--- src/rtl/sc_movescheduler_pkg.sv ---
// sc_movescheduler shared types
// States, command codes, shift codes, button/flag indices
package sc_movescheduler_pkg;

  typedef enum logic [2:0] {
    S_IDLE,
    S_INIT,
    S_RUN,
    S_ISSUE,
    S_SETTLE,
    S_PAUSE
  } state_t;

  typedef enum logic [2:0] {
    CMD_NONE,
    CMD_UP,
    CMD_DOWN,
    CMD_LEFT,
    CMD_RIGHT
  } cmd_t;

  localparam logic [1:0] SHIFT_HOLD  = 2'b11;
  localparam logic [1:0] SHIFT_LEFT  = 2'b01;
  localparam logic [1:0] SHIFT_RIGHT = 2'b10;

  localparam int B_START = 0;
  localparam int B_UP    = 1;
  localparam int B_DOWN  = 2;
  localparam int B_LEFT  = 3;
  localparam int B_RIGHT = 4;

  localparam int F_START = 0;
  localparam int F_GRAV  = 1;
  localparam int F_DOWN  = 2;
  localparam int F_UP    = 3;
  localparam int F_LEFT  = 4;
  localparam int F_RIGHT = 5;

endpackage

--- src/rtl/sc_movescheduler_buttonedge.sv ---
// sc_buttonedge: falling-edge press detector
// One register per button; press = was released, now pressed
module sc_buttonedge (
  input  logic       clk,
  input  logic       rst,
  input  logic [4:0] btn_n,
  output logic [4:0] press
);

  logic [4:0] prev;

  // remember last sampled level; released (1) after reset
  always_ff @(posedge clk or posedge rst) begin
    if (rst) prev <= '1;
    else     prev <= btn_n;
  end

  assign press = prev & ~btn_n;

endmodule

--- src/rtl/sc_movescheduler.sv ---
// sc_movescheduler: move sequencer for the falling-point register
// FSM, pending flags, gravity timer and settle timer
module sc_movescheduler
  import sc_movescheduler_pkg::*;
#(
  parameter int unsigned FALL_TICKS = 25000000,
  parameter int unsigned SETTLE     = 2
) (
  input  logic       SC_MOVESCHEDULER_CLOCK_50,
  input  logic       SC_MOVESCHEDULER_RESET_InHigh,
  input  logic       SC_MOVESCHEDULER_startButton_InLow,
  input  logic       SC_MOVESCHEDULER_upButton_InLow,
  input  logic       SC_MOVESCHEDULER_downButton_InLow,
  input  logic       SC_MOVESCHEDULER_leftButton_InLow,
  input  logic       SC_MOVESCHEDULER_rightButton_InLow,
  input  logic       SC_MOVESCHEDULER_bottomsidecomparator_InLow,
  output logic       SC_MOVESCHEDULER_clear_OutLow,
  output logic       SC_MOVESCHEDULER_load0_OutLow,
  output logic       SC_MOVESCHEDULER_load1_OutLow,
  output logic [1:0] SC_MOVESCHEDULER_shiftselection_Out,
  output logic       SC_MOVESCHEDULER_running_OutHigh,
  output logic       SC_MOVESCHEDULER_landed_OutHigh
);

  localparam int CW = (FALL_TICKS > 1) ? $clog2(FALL_TICKS) : 1;
  localparam int SW = $clog2(SETTLE + 1);
  localparam logic [CW-1:0] CNT_LAST = CW'(FALL_TICKS - 1);
  localparam logic [SW-1:0] SET_LAST = SW'(SETTLE - 1);

  logic clk;
  logic rst;
  logic bottom;
  assign clk    = SC_MOVESCHEDULER_CLOCK_50;
  assign rst    = SC_MOVESCHEDULER_RESET_InHigh;
  assign bottom = SC_MOVESCHEDULER_bottomsidecomparator_InLow;

  state_t        state, state_n;
  cmd_t          cmd, cmd_n;
  logic [5:0]    flag, flag_set, flag_clr;
  logic [CW-1:0] grav_cnt;
  logic [SW-1:0] set_cnt;
  logic          landed, landed_n;
  logic          active, wrap;
  logic [4:0]    btn_n, press;

  assign btn_n = {SC_MOVESCHEDULER_rightButton_InLow,
                  SC_MOVESCHEDULER_leftButton_InLow,
                  SC_MOVESCHEDULER_downButton_InLow,
                  SC_MOVESCHEDULER_upButton_InLow,
                  SC_MOVESCHEDULER_startButton_InLow};

  sc_buttonedge u_edge (
    .clk   (clk),
    .rst   (rst),
    .btn_n (btn_n),
    .press (press)
  );

  assign active = state inside {S_RUN, S_ISSUE, S_SETTLE};
  assign wrap   = active && (grav_cnt == CNT_LAST);

  // presses latch only while running; gravity latches on wrap
  always_comb begin
    flag_set = '0;
    if (active) begin
      flag_set[F_START] = press[B_START];
      flag_set[F_DOWN]  = press[B_DOWN];
      flag_set[F_UP]    = press[B_UP];
      flag_set[F_LEFT]  = press[B_LEFT];
      flag_set[F_RIGHT] = press[B_RIGHT];
    end
    flag_set[F_GRAV] = wrap;
  end

  // next state, command latch, flag service and landed pulse
  always_comb begin
    state_n  = state;
    cmd_n    = cmd;
    landed_n = 1'b0;
    flag_clr = '0;
    unique case (state)
      S_IDLE: if (press[B_START]) state_n = S_INIT;
      S_INIT: state_n = S_RUN;
      S_RUN: begin
        cmd_n = CMD_NONE;
        if (flag[F_START]) begin
          flag_clr[F_START] = 1'b1;
          state_n = S_PAUSE;
        end else if (flag[F_GRAV]) begin
          flag_clr[F_GRAV] = 1'b1;
          if (!bottom) begin
            landed_n = 1'b1;
          end else begin
            cmd_n   = CMD_DOWN;
            state_n = S_ISSUE;
          end
        end else if (flag[F_DOWN]) begin
          flag_clr[F_DOWN] = 1'b1;
          if (bottom) begin
            cmd_n   = CMD_DOWN;
            state_n = S_ISSUE;
          end
        end else if (flag[F_UP]) begin
          flag_clr[F_UP] = 1'b1;
          cmd_n   = CMD_UP;
          state_n = S_ISSUE;
        end else if (flag[F_LEFT]) begin
          flag_clr[F_LEFT] = 1'b1;
          cmd_n   = CMD_LEFT;
          state_n = S_ISSUE;
        end else if (flag[F_RIGHT]) begin
          flag_clr[F_RIGHT] = 1'b1;
          cmd_n   = CMD_RIGHT;
          state_n = S_ISSUE;
        end
      end
      S_ISSUE:  state_n = S_SETTLE;
      S_SETTLE: if (set_cnt == SET_LAST) state_n = S_RUN;
      S_PAUSE:  if (press[B_START]) state_n = S_RUN;
      default:  state_n = S_IDLE;
    endcase
  end

  // FSM, command, flags and landed registers
  always_ff @(posedge clk or posedge rst) begin
    if (rst) begin
      state  <= S_IDLE;
      cmd    <= CMD_NONE;
      flag   <= '0;
      landed <= 1'b0;
    end else begin
      state  <= state_n;
      cmd    <= cmd_n;
      flag   <= (flag & ~flag_clr) | flag_set;
      landed <= landed_n;
    end
  end

  // gravity timer: runs while active, holds in pause, zero otherwise
  always_ff @(posedge clk or posedge rst) begin
    if (rst)                   grav_cnt <= '0;
    else if (wrap)             grav_cnt <= '0;
    else if (active)           grav_cnt <= grav_cnt + CW'(1);
    else if (state != S_PAUSE) grav_cnt <= '0;
  end

  // settle timer counts cycles spent in SETTLE
  always_ff @(posedge clk or posedge rst) begin
    if (rst)                    set_cnt <= '0;
    else if (state == S_SETTLE) set_cnt <= set_cnt + SW'(1);
    else                        set_cnt <= '0;
  end

  // strobes decoded from registered state and command
  always_comb begin
    SC_MOVESCHEDULER_clear_OutLow       = 1'b1;
    SC_MOVESCHEDULER_load0_OutLow       = 1'b1;
    SC_MOVESCHEDULER_load1_OutLow       = 1'b1;
    SC_MOVESCHEDULER_shiftselection_Out = SHIFT_HOLD;
    if (state == S_INIT) SC_MOVESCHEDULER_clear_OutLow = 1'b0;
    if (state == S_ISSUE) begin
      unique case (cmd)
        CMD_UP:    SC_MOVESCHEDULER_load0_OutLow = 1'b0;
        CMD_DOWN:  SC_MOVESCHEDULER_load1_OutLow = 1'b0;
        CMD_LEFT:  SC_MOVESCHEDULER_shiftselection_Out = SHIFT_LEFT;
        CMD_RIGHT: SC_MOVESCHEDULER_shiftselection_Out = SHIFT_RIGHT;
        default:   ;
      endcase
    end
  end

  assign SC_MOVESCHEDULER_running_OutHigh = active;
  assign SC_MOVESCHEDULER_landed_OutHigh  = landed;

endmodule

--- config.mk ---
export PLATFORM = sky130hd
export DESIGN_NAME = sc_movescheduler
export DESIGN_NICKNAME = d
export VERILOG_FILES = /design/src/rtl/sc_movescheduler_pkg.sv /design/src/rtl/sc_movescheduler_buttonedge.sv /design/src/rtl/sc_movescheduler.sv
export SDC_FILE = /design/constraint.sdc
export NUM_CORES = 1
export LEC_CHECK = 0
export BUFFER_PORTS_ARGS = -buffer_cell sky130_fd_sc_hd__buf_2
export CELL_PAD_IN_SITES_DETAIL_PLACEMENT = 1
export CELL_PAD_IN_SITES_GLOBAL_PLACEMENT = 1
export CORE_ASPECT_RATIO = 1.2
export CORE_UTILIZATION = 50
export DETAILED_ROUTE_END_ITERATION = 7
export PLACE_DENSITY = 0.81
export SYNTH_ARGS = -nofsm -noshare
export SYNTH_HDL_FRONTEND = slang
export SYNTH_SLANG_ARGS = --single-unit
--- constraint.sdc ---
create_clock -name SC_MOVESCHEDULER_CLOCK_50 -period 5.7 [get_ports SC_MOVESCHEDULER_CLOCK_50]
set_clock_uncertainty 0.15 [all_clocks]
set_input_delay 0.285 -clock SC_MOVESCHEDULER_CLOCK_50 [delete_from_list [all_inputs] [get_ports SC_MOVESCHEDULER_CLOCK_50]]
set_output_delay 0.285 -clock SC_MOVESCHEDULER_CLOCK_50 [all_outputs]
set_load 0.05 [all_outputs]
# After elaboration in Yosys (flattened, before gate mapping)

Cells that the tools add are included.

Memories kept: 0
Bits in writable memories: 0
Output and inout port bits: 7
Word-level logic and storage cells: 82
Latch bits: 0
Register bits: 45
Memory bits (read-only): 0
Input port bits: 8

Equal/unequal tests: 16
Multipliers: 0
Reduce and logical (&&, ||, !) cells: 5
Add/subtract/negate cells: 2
Order comparisons: 0
Divide/modulo/power cells: 0
Shift-type cells: 0
Bitwise logic cells: 5
Multiplexer cells: 47

Operator list:

| kind                                                 | count |
|---|---|
| two-way mux 25 bit                                   | 3 |
| two-way mux 3 bit                                    | 17 |
| adder 25 x 1 -> 25 bit (second input constant)       | 1 |
| equality test 25 bit (second input constant)         | 1 |
| one-hot mux 3 bit (6 select lines)                   | 1 |
| two-way mux 1 bit                                    | 17 |
| equality test 3 x 2 -> 1 bit (second input constant) | 4 |
| equality test 3 bit (second input constant)          | 3 |
| two-way mux 2 bit                                    | 4 |
| two-way mux 4 bit                                    | 2 |
| inequality test 7 bit (second input constant)        | 1 |
| AND 6 bit                                            | 1 |
| equality test 3 x 1 -> 1 bit (second input constant) | 2 |
| two-way mux 6 bit                                    | 1 |
| NOT 6 bit                                            | 1 |
| bitwise OR 6 bit                                     | 1 |
| nonzero test 3 bit                                   | 2 |
| AND 5 bit                                            | 1 |
| two-way mux 5 bit                                    | 1 |
| NOT 5 bit                                            | 1 |
| inequality test 2 bit (second input constant)        | 2 |
| one-hot mux 2 bit (2 select lines)                   | 1 |
| AND reduction 4 bit                                  | 1 |
| zero test 3 bit                                      | 1 |
| 5 further kinds                                      | 5 |

# Logic depth before layout (Yosys ltp)

Gate-level depths: netlist of the first run.

Depth in word-level cells: 10
Gate-level depth with buffers: 7
Gate-level depth less buffers: 6

# Cells and area by module

From an unflattened synthesis of the first run, not the netlist that was laid out.

Cells, all modules: 228
Area total of the unflattened synthesis: 2268.4 sq um

Modules (own cells, without submodules):

| module           | sequential area each (sq um) | area an instance (sq um) | cells each | instances |
|---|---|---|---|---|
| sc_movescheduler | 1001.0                       | 2064.5                   | 217        | 1 |
| sc_buttonedge    | 131.4                        | 203.9                    | 11         | 1 |

# Least setup slack after synthesis of the first run

Ideal clock, no wire load.

Path kind: register to register
Start point: reg state[2]
End point: reg grav_cnt[21]
Buffers on the path: 1
Stages on the path, launching flop included: 6
Required time: 5.468 ns
Arrival time: 1.825 ns
Period minus slack after synthesis: 2.057 ns
Library setup time: 0.082 ns
Setup slack: 3.643 ns
Cell sequence: dfrtp_1 > buf_6 > and3b_4 > or4_4 > or4_4 > a22oi_2

Cells in the longest elaborated chain, start to end: 4
Elaborated cells on any way between the ends: 9
Classes of those cells: eq/ne: 4; mux: 2; reduce/logical: 3

RTL lines:

| item                                                                | RTL line                                        | text |
|---|---|---|
| start, declared                                                     | sc_movescheduler.sv:37                          | `state_t state, state_n;` |
| start signal, assigned                                              | sc_movescheduler.sv:132                         | `state <= state_n;` |
| equality test 3 x 2 -> 1 bit or equality test 3 bit (tied branches) | sc_movescheduler.sv:59                          | `assign active = state inside {S_RUN, S_ISSUE, S_SETTLE};` |
| nonzero test 3 bit                                                  | sc_movescheduler.sv:59                          |  |
| two-way mux 25 bit or logical AND 1 bit (tied branches)             | sc_movescheduler.sv:143, sc_movescheduler.sv:60 |  |
| two-way mux 25 bit or nonzero test 3 bit (tied branches)            | -                                               |  |
| end signal, assigned                                                | sc_movescheduler.sv:143                         | `else if (active) grav_cnt <= grav_cnt + CW'(1);` |
| end, declared                                                       | sc_movescheduler.sv:40                          | `logic [CW-1:0] grav_cnt;` |

Parallel ways exist; a longest one is shown, timed or not.
A chain may end at the register's enable or synchronous reset.

# Worst setup path in the final report of the first run

Start point: reg state[1]
End point: reg grav_cnt[22]

The elaborated chain is that of the path after synthesis.

==> flow_summary.json, run 1 <==
{
  "hold_ws_ns": 0.0426,
  "rsz0062_at_grt": "false",
  "p_per_area_nw_per_um2": 353,
  "maxSlewHeadroom_pct": 42.2,
  "reg2regPathDepth": 4,
  "worstReg2RegEnd": "grav_cnt[22]$_DFFE_PP0P_",
  "peakVddDrop_mv": 0.122,
  "wl_per_cell_um": 19.7,
  "internal_power_mw": 0.538,
  "cp.required_ns": 5.76,
  "yosysSeqAreaShare_pct": 49.2,
  "switchingPower_mw": 0.357,
  "yosys-top-cells-count": "dfrtp_1 (40), nand2_1 (21), o21ai_0 (19), nand3_1 (15), a22oi_1 (11)",
  "postCtsResizedCells": 0,
  "layout.nets": 260,
  "drive_above_1_share_pct": 13.9,
  "dieArea_sq_um": 4880,
  "synth-edff-count": 0,
  "dr.pass1.iters": 4,
  "final.period_utilization_pct": 51.2,
  "clockPowerShare_pct": 22.1,
  "slew_viol_final": 0,
  "drc": 0,
  "path_max_fanout": 21,
  "start_util_pct": 53.2,
  "worst_setup_path_end_kind": "flop",
  "die_h_um": 76.3,
  "ys_warn_count": 0,
  "synthFlopType": "dfrtp_1",
  "multiInputGateArea_sq_um": 1070,
  "hpwlAfterDp_mm": 4.13,
  "ys_types": 45,
  "hold_start": "SC_MOVESCHEDULER_bottomsidecomparator_InLow",
  "synthArstFlopShare_pct": 100,
  "hold_end": "SC_MOVESCHEDULER_landed_OutHigh$_DFF_PP0_",
  "clockRootBuffer": "clkbuf_8",
  "path_class": "reg -> reg",
  "io_buffers": 14,
  "mappedNetlistArea_sq_um": 2300,
  "gp_congestion": 0.843,
  "leakage_nw": 1.01,
  "vias_per_cell": 6.43,
  "period_needed_ns": 2.92,
  "hold_class": "in -> reg",
  "chipWidth_um": 63.9,
  "sw_frac_of_total_pct": 39.9,
  "cts.clk_slew.worst_paths_ns": 0.09,
  "yosysTopAreaCellShare_pct": 43.5,
  "grt_pass1_wl_mm": 10.5,
  "yosys-top-cells-area": "dfrtp_1 (44%), dfstp_2 (5.7%), o21ai_0 (4.1%)",
  "numCtsBuffers": 5,
  "rows": 26,
  "timing.fmax_ghz": 0.343,
  "postRouteWirelength_mm": 6.04,
  "clockBufferDepth": 2,
  "crit_path_start_kind": "flop",
  "drv_cap": 0,
  "diodes": 0,
  "setup_ws_ns": 2.78,
  "setup_tns_ns": 0,
  "status": "finished clean",
  "syn_area_per_cell_sq_um": 9.88,
  "area_growth_pct": 10.1,
  "setup_viol": 0,
  "worstReg2RegStart": "state[1]$_DFFE_PP0P_",
  "clk_latency_ns": 0.30,
  "grt_max_degree": 27,
  "cts_sinks": 45,
  "syn_nets": 243,
  "antenna_left": 0,
  "final_hold_viol_count": 0,
  "num_vias": 1975,
  "ff2ff_setup_slack_ns": 2.78,
  "holdPathStages": 2,
  "yosys.area.top_type": "dfrtp_1",
  "io_pins": 15,
  "nFillCells": 502,
  "ff_latch_area_sq_um": 1130,
  "htreeDepth": 2,
  "p_comb_share_pct": 31.5,
  "ys_ff_latch": 45,
  "p_seq_share_pct": 46.4,
  "drt_iter0_markers": 116,
  "dp_slack_ns": 2.78,
  "grt_usage_pct": 27.7,
  "antenna_found_initial": 0,
  "cts_tree": "built",
  "synthCells": 233,
  "synth_most_common_cell": "dfrtp_1",
  "grt_pass1_vias": 2119,
  "design.core.area_sq_um": 4330,
  "worst_pin_slew_ns": 0.864,
  "grt-ovfl-total": 0,
  "cp.arrival_ns": 2.97
}
-- worst max path at each step --
stage / endpoint / slack (ns) / from
2_1_floorplan: grav_cnt[21]$_DFFE_PP0P_ / 3.64 / state[2]$_DFFE_PP0P_
3_3_place_gp: grav_cnt[22]$_DFFE_PP0P_ / 2.98 / state[1]$_DFFE_PP0P_
3_5_place_dp: grav_cnt[22]$_DFFE_PP0P_ / 2.78 / state[1]$_DFFE_PP0P_
4_1_cts: grav_cnt[22]$_DFFE_PP0P_ / 2.82 / state[1]$_DFFE_PP0P_
5_1_grt: grav_cnt[22]$_DFFE_PP0P_ / 2.56 / state[1]$_DFFE_PP0P_
6_report: grav_cnt[22]$_DFFE_PP0P_ / 2.78 / state[1]$_DFFE_PP0P_
-- registers in the layout, indices dropped and copies added, names as in the netlist --
signal,count
grav_cnt,25
state,3
flag,6
set_cnt,2
cmd,3
SC_MOVESCHEDULER_landed_OutHigh,1
u_edge.prev,5
-- what timing repair did --
item                      4_1_cts  5_1_grt
buffers inserted                0        0
hold buffers                    6        0
hold endpoints to repair       24        0
-- per-layer routing --
| layer | track usage [%] | wire, um | part of all wire, % | vias to the layer above |
|---|---|---|---|---|
| met4 | 10.5 | 131 | 2.2 | 0 |
| met5 | 0 | 0 | 0 | - |
| met1 | 32.8 | 2450 | 41 | 1018 |
| met2 | 49.7 | 3290 | 55 | 38 |
| met3 | 4.19 | 157 | 2.6 | 14 |
| li1 | - | - | - | 905 |
-- power groups by stage --
stage / logic (mW) / registers [mW] / clock network (mW)
2_1_floorplan: 0.224 / 0.397 / 0
3_5_place_dp: 0.272 / 0.420 / 0
6_report: 0.282 / 0.416 / 0.198
4_1_cts: 0.277 / 0.414 / 0.199
3_3_place_gp: 0.257 / 0.414 / 0
5_1_grt: 0.309 / 0.423 / 0.209
-- cells by family after synthesis --
logic type / after synthesis / synth area share (%)
xor gates and xnor gates: 5 / 1.90
DFF: 45 / 49.2
AOI/OAI and AO/OA: 57 / 16.9
adders and majority gates: 2 / 1.09
buffers and inverters: 20 / 4.13
muxes: 1 / 0.435
and+or+nand+nor: 103 / 26.4
-- placed cells by master, fill, tap and decap left out, types with 3 or more instances in the layout --
master / n
a21oi_1: 6
a22oi_1: 11
and4_1: 4
buf_2: 14
clkbuf_8: 5
dfrtp_1: 40
dfstp_2: 5
dlygate4sd3_1: 6
inv_1: 7
nand2_1: 21
nand2b_1: 3
nand3_1: 15
nand3b_1: 8
nand4_1: 10
nor2_1: 8
nor2b_1: 4
nor3_1: 3
o21ai_0: 19
o31ai_1: 5
or3_1: 10
xnor2_1: 5
-- worst max-delay path, cell delays in order (launching register included) --
cell and delay [ns]:
dfrtp_1 0.55, nand3b_1 0.69, nand4_1 0.60, or4_1 0.66
a22oi_1 0.16
-- through the flow --
step           std cells  instance area, sq um  total power [mW]  utilization (%)
6_report             307                  2530             0.895             58.6
5_1_grt              307                  2530             0.941             58.6
4_1_cts              307                  2530             0.890             58.6
3_5_place_dp         293                  2390             0.693             55.3
3_3_place_gp         293                  2390             0.671             55.3
2_1_floorplan        233                  2300             0.621                -
-- layout make-up --
type	count	share of cell area (%)
flip-flops and latches	45	44.7
multi-input cells	168	42.4
clock inverters	2	0.395
well taps	56	2.77
clock buffers	6	2.86
inverters	8	1.19
repair buffers	22	5.73
No activity file was read; power rests on OpenSTA's default activity.
==> run 2, diff against run 1 <==
- CORE_UTILIZATION: 50 -> 42
- PLACE_DENSITY: 0.81 -> 0.72
- clock period: 5.7 -> 2.6 ns (I/O delays scaled with it)
==> flow_summary.json, run 2 (same netlist as run 1, synthesis figures left out) <==
{
  "cts_sinks": 45,
  "drt_iter0_markers": 114,
  "slew_viol_final": 0,
  "grt_pass1_vias": 2016,
  "crit_chain": "buf_4 > or3b_2 > nand2_1 > buf_4 > buf_2",
  "grt_use_met2_pct": 34.6,
  "p_per_area_nw_per_um2": 771,
  "cp.arrival_ns": 2.09,
  "area_growth_pct": 14.2,
  "dr.pass1.iters": 4,
  "cts.clk_slew.worst_paths_ns": 0.09,
  "worst_pin_slew_ns": 0.969,
  "final.period_utilization_pct": 91.3,
  "grt-ovfl-total": 0,
  "numCtsBuffers": 5,
  "vias_per_cell": 5.94,
  "hold_ws_ns": 0.290,
  "antenna_left": 0,
  "path_max_fanout": 11,
  "crit_buf_inv": 3,
  "die_h_um": 83.1,
  "wl_per_cell_um": 17.4,
  "postRouteWirelength_mm": 5.61,
  "cp.required_ns": 2.32,
  "postCtsResizedCells": 0,
  "slowest_delay_ns": 0.51,
  "worstReg2RegStart": "grav_cnt[0]$_DFFE_PP0P_",
  "layout_common_cells": "dfrtp_1 (40), nand2_1 (21), o21ai_0 (19)",
  "hold_start": "set_cnt[0]$_DFF_PP0_",
  "start_util_pct": 43.4,
  "antenna_found_initial": 0,
  "p_seq_share_pct": 43.9,
  "clockPowerShare_pct": 21.9,
  "io_pins": 15,
  "p_comb_share_pct": 34.3,
  "htreeDepth": 2,
  "drc": 0,
  "setup_tns_ns": 0,
  "worst_setup_path_end_kind": "primary output",
  "sw_frac_of_total_pct": 38.4,
  "num_vias": 1913,
  "grt_pass1_wl_mm": 9.75,
  "chipWidth_um": 69.6,
  "diodes": 0,
  "path_class": "reg -> out",
  "crit_path_start_kind": "flop",
  "gp_congestion": 0.775,
  "top_usage_layer": "met2",
  "dieArea_sq_um": 5780,
  "status": "finished clean",
  "clockBufferDepth": 2,
  "drv_cap": 0,
  "mostFrequentLayoutCell": "dfrtp_1",
  "rsz0062_at_grt": "false",
  "met1_usage_pct": 28.0,
  "use_met3_pct": 3.88,
  "clockRootBuffer": "clkbuf_8",
  "timing.fmax_ghz": 0.421,
  "layout.nets": 269,
  "crit_start": "state[1]$_DFFE_PP0P_",
  "reg.largest.list": "grav_cnt x25, flag x6, u_edge.prev x5",
  "io_buffers": 14,
  "largest_reg_flops": 25,
  "clk_latency_ns": 0.30,
  "period_needed_ns": 2.37,
  "design.core.area_sq_um": 5300,
  "maxSlewHeadroom_pct": 35.3,
  "crit_slowest_cell": "or3b_2",
  "regMostFlops": "grav_cnt",
  "drive_above_1_share_pct": 16.9,
  "switchingPower_mw": 0.779,
  "critical_path.top_delay_family": "simple AND/OR/NAND/NOR gates",
  "internal_power_mw": 1.25,
  "grt_usage_pct": 21.1,
  "setup_viol": 0,
  "final_hold_viol_count": 0,
  "cts_tree": "built",
  "rows": 29,
  "peakVddDrop_mv": 0.362,
  "hpwlAfterDp_mm": 3.77,
  "hold_class": "reg -> reg",
  "cpMostUsedCell": "buf_4",
  "leakage_nw": 1.06,
  "grt_max_degree": 46
}
## run 2: path summary, 6_finish.rpt
| path | to | slack, ns | cells past startpoint |
|---|---|---|---|
| max in group asynchronous | grav_cnt[7]$_DFFE_PP0P_ | 1.25 | 3 |
| setup / recovery | SC_MOVESCHEDULER_running_OutHigh | 0.23 | 5 |
| hold / removal | set_cnt[0]$_DFF_PP0_ | 0.29 | 1 |
| min in group asynchronous | grav_cnt[5]$_DFFE_PP0P_ | 0.44 | 3 |
| setup reg to reg | grav_cnt[24]$_DFFE_PP0P_ | 0.32 | 6 |
| hold reg to reg | set_cnt[0]$_DFF_PP0_ | 0.29 | 1 |
## run 2: power by group through the flow
stage	clock network (mW)	registers (mW)	logic [mW]
finish	0.443	0.888	0.694
global route	0.483	0.910	0.772
CTS	0.461	0.891	0.706
detailed placement	0	0.904	0.689
global placement	0	0.897	0.677
floorplan	0	0.871	0.492
## run 2: metal layers
| metal | part of all wire, % | vias up |
|---|---|---|
| met2 | 51 | 19 |
| met5 | 0 | - |
| met4 | 1.4 | 0 |
| met1 | 46 | 964 |
| li1 | - | 924 |
| met3 | 2.2 | 6 |
## run 2: what timing repair did
action / in CTS / in global routing
hold buffers: 7 / 0
hold endpoints to repair: 51 / 0
setup buffers: 0 / 0
## run 2: stage by stage
step           worst slack, ns  std cells  power (mW)  util [%]  cell area (sq um)
6_report                 0.226        322        2.03      49.6               2630
3_3_place_gp             0.389        307        1.57      46.6               2470
4_1_cts                  0.193        322        2.06      49.6               2630
2_1_floorplan            0.543        233        1.36         -               2300
5_1_grt                  0.108        322        2.16      49.6               2630
3_5_place_dp             0.347        307        1.59      46.6               2470
## run 2: area by class of cell
cell class / count / area (sq um)
repair buffers: 31 / 215
inverters: 8 / 30.0
flip-flops and latches: 45 / 1130
clock inverters: 2 / 15.0
multi-input cells: 168 / 1080
fillers: 627 / 2670
clock buffers: 6 / 72.6
well taps: 62 / 77.6
